==> src/rtl/xgmii_pkg.sv <==
// Shared XGMII constants and the {ctrl, data} word type used by xgmii_fifo and its RAM.
// No timing or flow control of its own; idle word is the reset/fill value downstream.
package xgmii_pkg;

   localparam int XGMII_DW = 64;
   localparam int XGMII_CW = 8;

   localparam logic [XGMII_DW-1:0] XGMII_IDLE_DATA = 64'h0707070707070707;
   localparam logic [XGMII_CW-1:0] XGMII_IDLE_CTRL = 8'hFF;

   typedef struct packed {
      logic [XGMII_CW-1:0] ctrl;
      logic [XGMII_DW-1:0] data;
   } xgmii_word_t;

   localparam xgmii_word_t XGMII_IDLE_WORD = '{ctrl: XGMII_IDLE_CTRL, data: XGMII_IDLE_DATA};

endpackage

==> src/rtl/xgmii_fifo_ram.sv <==
// Simple dual-port DEPTH x 72 RAM, one clock, registered read port that resets to XGMII idle.
// Read latency 1 cycle; no backpressure, read port holds its last value while i_rd_en is low.
module xgmii_fifo_ram
   import xgmii_pkg::*;
#(
   parameter int DEPTH = 16,
   parameter int AW    = $clog2(DEPTH)
) (
   input  logic              i_clk,
   input  logic              i_rst_n,
   input  logic              i_wr_en,
   input  logic [AW-1:0]     i_wr_addr,
   input  xgmii_word_t       i_wr_dat,
   input  logic              i_rd_en,
   input  logic [AW-1:0]     i_rd_addr,
   output xgmii_word_t       o_rd_dat
);

   xgmii_word_t r_mem [DEPTH];
   xgmii_word_t r_rd_dat;

   // Storage is deliberately not reset so it maps onto plain RAM.
   always_ff @(posedge i_clk) begin
      if (i_wr_en) begin
         r_mem[i_wr_addr] <= i_wr_dat;
      end
   end

   always_ff @(posedge i_clk or negedge i_rst_n) begin
      if (!i_rst_n) begin
         r_rd_dat <= XGMII_IDLE_WORD;
      end else if (i_rd_en) begin
         r_rd_dat <= r_mem[i_rd_addr];
      end
   end

   assign o_rd_dat = r_rd_dat;

endmodule

==> src/rtl/xgmii_fifo.sv <==
// Fixed-latency XGMII elastic buffer: emits idle until FILL words are buffered, then input delayed by FILL
// cycles (FILL+1 when XGMII_FIFO_OUTREG_EN is defined). No backpressure: one word in and out every clock.
module xgmii_fifo
   import xgmii_pkg::*;
#(
   parameter int DEPTH = 16,
   parameter int FILL  = 8
) (
   input  logic                wr_clk,
   input  logic                wr_rst,
   input  logic [XGMII_DW-1:0] wr_data,
   input  logic [XGMII_CW-1:0] wr_ctrl,
   output logic [XGMII_DW-1:0] rd_data,
   output logic [XGMII_CW-1:0] rd_ctrl
);

   localparam int AW = $clog2(DEPTH);
   localparam int LW = $clog2(FILL + 1);

   generate
      if (DEPTH < 4 || (DEPTH & (DEPTH - 1)) != 0) begin : g_bad_depth
         $error("xgmii_fifo: DEPTH must be a power of two and at least 4");
      end
      if (FILL < 1 || FILL > DEPTH - 1) begin : g_bad_fill
         $error("xgmii_fifo: FILL must lie in 1..DEPTH-1");
      end
   endgenerate

   logic [AW-1:0] r_wp;
   logic [AW-1:0] r_rp;
   logic [LW-1:0] r_lvl;
   logic          r_primed;

   xgmii_word_t   w_wr_word;
   xgmii_word_t   w_ram_q;
   xgmii_word_t   w_out;

   assign w_wr_word = '{ctrl: wr_ctrl, data: wr_data};

   // Read pointer only moves once primed, so it trails the write pointer by exactly FILL.
   always_ff @(posedge wr_clk or negedge wr_rst) begin
      if (!wr_rst) begin
         r_wp     <= '0;
         r_rp     <= '0;
         r_lvl    <= '0;
         r_primed <= 1'b0;
      end else begin
         r_wp <= r_wp + AW'(1);
         if (r_primed) begin
            r_rp <= r_rp + AW'(1);
         end
         if (r_lvl != LW'(FILL)) begin
            r_lvl    <= r_lvl + LW'(1);
            r_primed <= (r_lvl == LW'(FILL - 1));
         end
      end
   end

   xgmii_fifo_ram #(
      .DEPTH (DEPTH),
      .AW    (AW)
   ) u_ram (
      .i_clk     (wr_clk),
      .i_rst_n   (wr_rst),
      .i_wr_en   (1'b1),
      .i_wr_addr (r_wp),
      .i_wr_dat  (w_wr_word),
      .i_rd_en   (r_primed),
      .i_rd_addr (r_rp),
      .o_rd_dat  (w_ram_q)
   );

`ifdef XGMII_FIFO_OUTREG_EN
   xgmii_word_t r_out;

   always_ff @(posedge wr_clk or negedge wr_rst) begin
      if (!wr_rst) begin
         r_out <= XGMII_IDLE_WORD;
      end else begin
         r_out <= w_ram_q;
      end
   end

   assign w_out = r_out;
`else
   assign w_out = w_ram_q;
`endif

   assign rd_data = w_out.data;
   assign rd_ctrl = w_out.ctrl;

endmodule

==> config.mk <==
export PLATFORM = sky130hd
export DESIGN_NAME = xgmii_fifo
export DESIGN_NICKNAME = d
export VERILOG_FILES = /design/src/rtl/xgmii_pkg.sv /design/src/rtl/xgmii_fifo_ram.sv /design/src/rtl/xgmii_fifo.sv
export SDC_FILE = /design/constraint.sdc
export NUM_CORES = 1
export LEC_CHECK = 0
export CAP_MARGIN = 0
export CORE_MARGIN = 2
export CORE_UTILIZATION = 40
export DETAILED_ROUTE_END_ITERATION = 6
export HOLD_SLACK_MARGIN = 0.08
export SLEW_MARGIN = 20
export SYNTH_ARGS = -nofsm -noshare
export SYNTH_HDL_FRONTEND = slang
export SYNTH_SLANG_ARGS = --single-unit
==> constraint.sdc <==
create_clock -name wr_clk -period 4 [get_ports wr_clk]
set_clock_uncertainty 0.1 [all_clocks]
set_input_delay 0.6 -clock wr_clk [delete_from_list [all_inputs] [get_ports wr_clk]]
set_output_delay 0.6 -clock wr_clk [all_outputs]
set_load 0.05 [all_outputs]
==> key figures, run 1 <==
Power
  • Switching part of the total: about a fifth
  • PwrDens: 465 nW/µm²
  • Comb pwr share: 1.0%
  • P_int: between 0.02 and 0.025 W
  • Clk pwr share: 42.8%
  • Share of power burned in registers: 56.2%
  • Lkg Pwr: approximately 18 nW
  • Switching pwr: about 0.0048 W
  • Peak supply drop: approximately 0.38 mV

Placed design
  • Placed inst area: a little over 50000 µm²
  • PortBufs: 145
  • HPWL after DPL: between 50000 and 60000 µm
  • Placer Congestion: just over 0.7

STA
  • Max-Slew Margin vs Limit: 28.0%
  • Setup_tns: 0 ns
  • FMAX: around 350 MHz
  • Hold WS: around 0.40 ns
  • Worst-margin pin slew: about 1.1 ns
  • Final Hold Viols: 0
  • Slew Viols, Final: 0
  • Minimum clock period: between 2 and 3 ns
  • Share of the clock period used by the worst path: 70.9%
  • # setup viols final: 0
  • RSZ-0062 raised after global routing: no

Routing
  • Starting DRT DRC Count: a little under 2000
  • Vias per inst: 5.60
  • Residual DRC count: 0
  • Antenna Violating Nets Remaining: 0
  • Detailed-route via count: 21400
  • Final WL: ~110000 µm
  • Pre-antenna DRT Iters: 7
  • WL/cell: between 20 and 30 µm

Floorplanning
  • Core footprint: approximately 120000 µm²
  • Die width: roughly 350 µm
  • Row cnt: ~130
  • Ports: about 150
  • Die area: between 100000 and 150000 µm²
  • Die Y-Extent: between 300 and 400 µm
  • Initial cell density of the core: 40.4%

Logic synthesis
  • Syn Area/Cell: about 24 µm²
  • Post-Synth Simple-Gate Area: less than 1%
  • Synthesized net count: between 2000 and 2500
  • Register area share after synthesis: approximately four fifths
  • Post-Synth XOR/XNOR Area: less than 1%
  • Mapped Cells: a little under 2000
  • Post-synthesis mux area share: 15.6%
  • Cell area after synthesis: about 47000 µm²
  • Compound-Gate Fraction of Synth Area: under 10%
  • Yosys reg bits: approximately 1200
  • Post-synth top area cell: edfxtp_1
  • Main combinational cell family by area after synthesis: multiplexers
  • Synth cell types: 33
  • Adder-cell share of the synthesized area: less than 1%
  • Yosys warning count: 0
  • Top cell type's share of synthesized area: between 70% and 80%
  • Main area contributors after synthesis: edfxtp_1, mux4_2, dfrtp_1

Global route
  • GRT Util Overall: between 10% and 20%
  • First-pass GRT wire length: between 150000 and 200000 µm
  • Global-route track usage on met2: between 30% and 40%
  • Met1 Usage GRT: between 20% and 30%
  • Most used routing layer: met2
  • Largest net degree at the start of global routing: about 150
  • Overflow after GRT: 0
  • Initial antenna violation count: 12
  • Met3 GRT Util: between 3 and 4%
  • Vias in the first global route: 22600

Worst setup path
  • Critical setup path kind: reg -> out
  • CP max FO: 2
  • CP Launch Type: flop
  • Critical path buffer and inverter count: 1
  • Worst setup EP type: output pin
  • Critical path's top delay family: buffers and inverters
  • Critical path required time: approximately 3.3 ns
  • CP Data Arrival Time: 2.14 ns
  • CP max stage cell: clkdlybuf4s50_1
  • Worst-path cell chain: clkdlybuf4s50_1
  • Critical path's largest stage delay: about 0.83 ns

CTS
  • Num CTS Buffers: 117
  • Deepest clock path buffer count: 3
  • Clk root buf: clkbuf_16
  • H-tree levels: 3
  • Post CTS Setup Buffer Count: 0
  • Clock latency on the worst-skew pair: ~0.70 ns
  • Clock sink count: around 1200
  • Clock transition at path regs: around 0.06 ns
  • CTS tree: done

Layout
  • Layout Nets: around 2300
  • Post-layout util: approximately 47%
  • Cell area after layout: ~54000 µm²
  • Layout cells sized above 1: 26.9%
  • Area Growth Syn to Fin: 15.3%

Status
  • Status: finished, final reports clean

Job
  • Max-cap violation count: 0

Min path
  • Hold Path Class: in -> async
[Yosys cell counts, drive strengths merged]
cell type / count
edfxtp: 1152
mux4: 288
buf: 75
nor2: 74
mux2i: 73
o22ai: 72
a221oi: 70
dfrtp: 53
clkbuf: 41
dfstp: 32
and2: 13
ha: 7
xnor2: 5
and3: 4
inv: 4
nand3: 4
nand2: 3
nor2b: 3
a211oi: 2
mux2: 2
nand3b: 2
xor2: 2
nand2b: 1
nand4: 1
o21ai: 1
or2: 1
[layer usage]
layer	vias to the layer above	routed length (µm)
li1	8938	-
met5	-	98
met2	579	54800
met1	11700	46100
met4	18	2050
met3	150	5650
[path summary, 6_finish.rpt]
check / start / endpoint / slack [ns] / depth (start not counted)
min in group wr_clk: u_ram.o_rd_dat[66] / u_ram.o_rd_dat[66] / 0.42 / 2
hold reg to reg: u_ram.o_rd_dat[66] / u_ram.o_rd_dat[66] / 0.42 / 2
hold / removal: wr_rst / u_ram.o_rd_dat[6] / 0.40 / 2
setup / recovery: u_ram.o_rd_dat[68] / rd_ctrl[4] / 1.16 / 1
max in group asynchronous: wr_rst / u_ram.o_rd_dat[48] / 2.40 / 3
setup reg to reg: r_wp[2] / u_ram.r_mem[4][8] / 1.49 / 3
[registers in the layout, summed over array words and instances (netlist names)]
register        cells
r_wp                4
u_ram.r_mem      1152
r_rp                4
r_primed            1
u_ram.o_rd_dat     72
r_lvl               4
[per-stage QoR]
step | std cells | setup WS [ns] | power [W]
final | 3821 | 1.16 | 0.0252
after global routing | 3819 | 1.12 | 0.0260
after global placement | 3596 | 1.57 | 0.0147
after CTS | 3818 | 1.10 | 0.0255
after floorplan | 1985 | 1.01 | 0.0145
after detailed placement | 3596 | 1.48 | 0.0147
[cell type report]
class / count / area, µm²
inverters: 4 / 15.0
repair buffers: 204 / 2270
fillers: 9492 / 62100
multi-input cells: 628 / 9540
clock inverters: 56 / 522
clock buffers: 165 / 3220
flip-flops and latches: 1237 / 36800
well taps: 1524 / 1910
diodes: 3 / 7.51
[what timing repair did]
action                    CTS  global route
hold buffers                1             0
gates resized for setup     0             0
hold endpoints to repair   18             0
[logic make-up after synthesis]
logic type	Yosys count
AO/OA/AOI/OAI	145
multiplexers	363
AND/OR/NAND/NOR	106
buffers and inverters	120
flip-flops	1237
adder cells (fa/ha/maj)	7
XOR/XNOR	7
[power groups by stage]
stage | Clock [W] | Combinational (W) | Sequential (W)
CTS | 0.0110 | 0.000255 | 0.0142
global placement | 0 | 0.000233 | 0.0145
floorplan | 0 | 0.0000110 | 0.0145
detailed placement | 0 | 0.000254 | 0.0145
global route | 0.0115 | 0.000278 | 0.0142
finish | 0.0108 | 0.000253 | 0.0142
[layout by cell type, fill, tap and decap left out, types with 24 or more instances in the layout]
cell type	count
mux4_2	261
nor2_1	74
a221oi_2	70
mux2i_1	73
dfrtp_1	49
clkbuf_1	38
clkinv_2	24
edfxtp_1	1152
dfstp_2	32
clkdlybuf4s50_1	144
mux4_1	27
o22ai_1	72
clkbuf_16	118
buf_4	29
buf_12	30
Power figures use the tool's default switching activity.
==> run 2, diff against run 1 <==
Clock period 4 ns to 2.5 ns, I/O delays scaled along.
==> run 2 against run 1 <==
Effect of this change:
- flip-flop and latch count is the same
- die area is the same
- first-iteration DRC count shrank 0.76%
- global-route usage grew 0.26 points
- sequential share of layout area shrank 1.1 points
- combinational power grew 65%
- routed wire length grew 0.97%
- clock power grew 62%
- core utilization grew 0.80 points
- sequential power grew 60%
- setup slack lost 1.1 ns
- register-to-register slack lost 1.1 ns
==> key figures, run 2 (synthesis results as in run 1) <==
Worst setup path
  • CP max FO: 2 (unchanged)
  • Worst r2r dst: u_ram.o_rd_dat[53] (was u_ram.r_mem[4][8])
  • CP Capture Point: rd_data[61] (was rd_ctrl[4])
  • Critical setup path kind: reg -> out (unchanged)
  • CP Data Arrival Time: 1.97 ns (was 2.14 ns)
  • Critical path required time: 2.03 ns (was 3.30 ns)
  • Critical path's largest stage delay: 0.84 ns (was 0.83 ns)
  • Worst setup EP type: output pin (unchanged)
  • WP depth: 1 (unchanged)
  • R2r setup slk: 0.35 ns (was 1.49 ns)
  • CP Launch Type: flop (unchanged)
  • CP max stage cell: clkdlybuf4s50_1 (unchanged)
  • Worst-path cell chain: clkdlybuf4s50_1 (unchanged)
  • Critical path's top delay family: buffers and inverters (unchanged)
  • Worst r2r src: r_rp[0] (was r_wp[2])
  • Critical path buffer and inverter count: 1 (unchanged)
  • Cell count of the worst reg-to-reg path: 5 (was 3)
  • Critical Path Start: u_ram.o_rd_dat[61] (was u_ram.o_rd_dat[68])

Floorplanning
  • Ports: 146 (unchanged)
  • Initial cell density of the core: 40.4% (unchanged)
  • Die area: 120000 µm² (unchanged)
  • Core footprint: 116000 µm² (unchanged)
  • Die width: 347 µm (unchanged)
  • Die Y-Extent: 347 µm (unchanged)
  • Row cnt: 125 (unchanged)

Global route
  • Largest net degree at the start of global routing: 68 (was 151)
  • First-pass GRT wire length: 160000 µm (was 158000 µm)
  • GRT Util Overall: 18.3% (was 18.0%)
  • Vias in the first global route: 23100 (was 22600)
  • Overflow after GRT: 0 (unchanged)
  • Initial antenna violation count: 11 (was 12)

Routing
  • Vias per inst: 5.60 (about the same)
  • Antenna Violating Nets Remaining: 0 (unchanged)
  • Detailed-route via count: 21700 (was 21400)
  • Final WL: 110000 µm (was 109000 µm)
  • Residual DRC count: 0 (unchanged)
  • Starting DRT DRC Count: 1949 (was 1964)
  • WL/cell: 28.3 µm (was 28.4 µm)
  • Pre-antenna DRT Iters: 5 (was 7)

STA
  • Share of the clock period used by the worst path: between 90% and 100%
  • Slew Viols, Final: 0 (unchanged)
  • Final Hold Viols: 0 (unchanged)
  • Setup_tns: 0 ns (unchanged)
  • Max-Slew Margin vs Limit: 47.8% (was 28.0%)
  • FMAX: between 400 and 500 MHz
  • Worst-margin pin slew: 0.782 ns (was 1.08 ns)
  • Hold WS: 0.422 ns (was 0.403 ns)
  • RSZ-0062 raised after global routing: no (unchanged)
  • # setup viols final: 0 (unchanged)
  • Minimum clock period: about 2.4 ns

CTS
  • Deepest clock path buffer count: 3 (unchanged)
  • Clock sink count: 1237 (unchanged)
  • Clock latency on the worst-skew pair: 0.70 ns (about the same)
  • Num CTS Buffers: 117 (unchanged)
  • CTS tree: done (unchanged)
  • Clk root buf: clkbuf_16 (unchanged)
  • H-tree levels: 3 (unchanged)
  • Clock transition at path regs: 0.06 ns (about the same)

Layout
  • Max reg flops: 1152 (unchanged)
  • Layout Nets: 2322 (was 2273)
  • Highest-count cells in the layout ignoring fill and taps: edfxtp_1, mux4_2, clkbuf_16 (was edfxtp_1, mux4_2, clkdlybuf4s50_1)
  • Layout cells sized above 1: 28.6% (was 26.9%)
  • Largest Register: u_ram.r_mem (unchanged)
  • Commonest non-fill, non-tap cell in the layout: edfxtp_1 (unchanged)
  • Area Growth Syn to Fin: 17.3% (was 15.3%)

Job
  • Max-cap violation count: 0 (unchanged)

Placed design
  • HPWL after DPL: 59500 µm (was 55100 µm)
  • PortBufs: 145 (unchanged)
  • Placer Congestion: 0.726 (was 0.714)

Status
  • Status: finished, final reports clean (unchanged)

Power
  • PwrDens: 735 nW/µm² (was 465 nW/µm²)
  • Lkg Pwr: 18.1 nW (was 17.6 nW)
  • Peak supply drop: 0.570 mV (was 0.378 mV)

Min path
  • Hold Path Class: reg -> reg (was in -> async)
## run 2: cell count changes in the layout (fill, tap and decap cells not counted), sizes merged, moves of 2 or more
cell           delta
diode             +2
clkdlybuf4s50    -44
dlygate4sd2      +42
buf              +48
clkbuf            +3
## run 2: worst min-delay path by stage
stage,start,end,depth (start not counted)
after global routing,u_ram.o_rd_dat[32],u_ram.o_rd_dat[32],2
after global placement,wr_rst,u_ram.o_rd_dat[6],1
after floorplan,wr_rst,r_lvl[0],0
after detailed placement,wr_rst,u_ram.o_rd_dat[6],1
after CTS,u_ram.o_rd_dat[2],u_ram.o_rd_dat[2],2
final,u_ram.o_rd_dat[64],u_ram.o_rd_dat[64],2
## run 2: stage by stage
stage / power [W] / std cells / util (%) / worst slack [ns] / instance area, µm²
final: 0.0406 / 3875 / 47.4 / 0.0553 / 55200
after global routing: 0.0418 / 3871 / 47.4 / 0.0123 / 55200
after CTS: 0.0409 / 3870 / 47.4 / 0.000511 / 55200
after detailed placement: 0.0235 / 3643 / 44.2 / 0.321 / 51400
after global placement: 0.0235 / 3643 / 44.2 / 0.377 / 51400
after floorplan: 0.0231 / 1985 / - / 0.299 / 47100
## run 2: per-layer routing
metal / vias to the layer above / GRT usage [%] / routed length [µm]
li1: 9045 / - / -
met1: 11800 / 24.9 / 46600
met2: 644 / 30.1 / 54700
met3: 156 / 3.57 / 6290
met4: 16 / 5.06 / 2150
met5: - / 0 / 102
## run 2: final cells by class
type	instances	area, µm²
well taps	1524	1910
clock buffers	168	3300
fillers	9372	61200
flip-flops and latches	1237	36800
repair buffers	253	3130
multi-input cells	628	9540
diodes	5	12.5
clock inverters	56	508
inverters	4	15.0
## run 2: report_power, final
part / switching [W] / total [W] / internal, W
Sequential: 0.0000162 / 0.0227 / 0.0227
Combinational: 0.000291 / 0.000417 / 0.000126
Clock: 0.00747 / 0.0175 / 0.0100
Total: 0.00778 / 0.0406 / 0.0328
## run 2: timing repair
item / 4_1_cts / 5_1_grt
pin swaps: 0 / 0
hold buffers: 3 / 0
setup endpoints to repair: 42 / 2
resized for setup: 42 / 2
hold endpoints to repair: 55 / 0
buffers inserted: 0 / 0
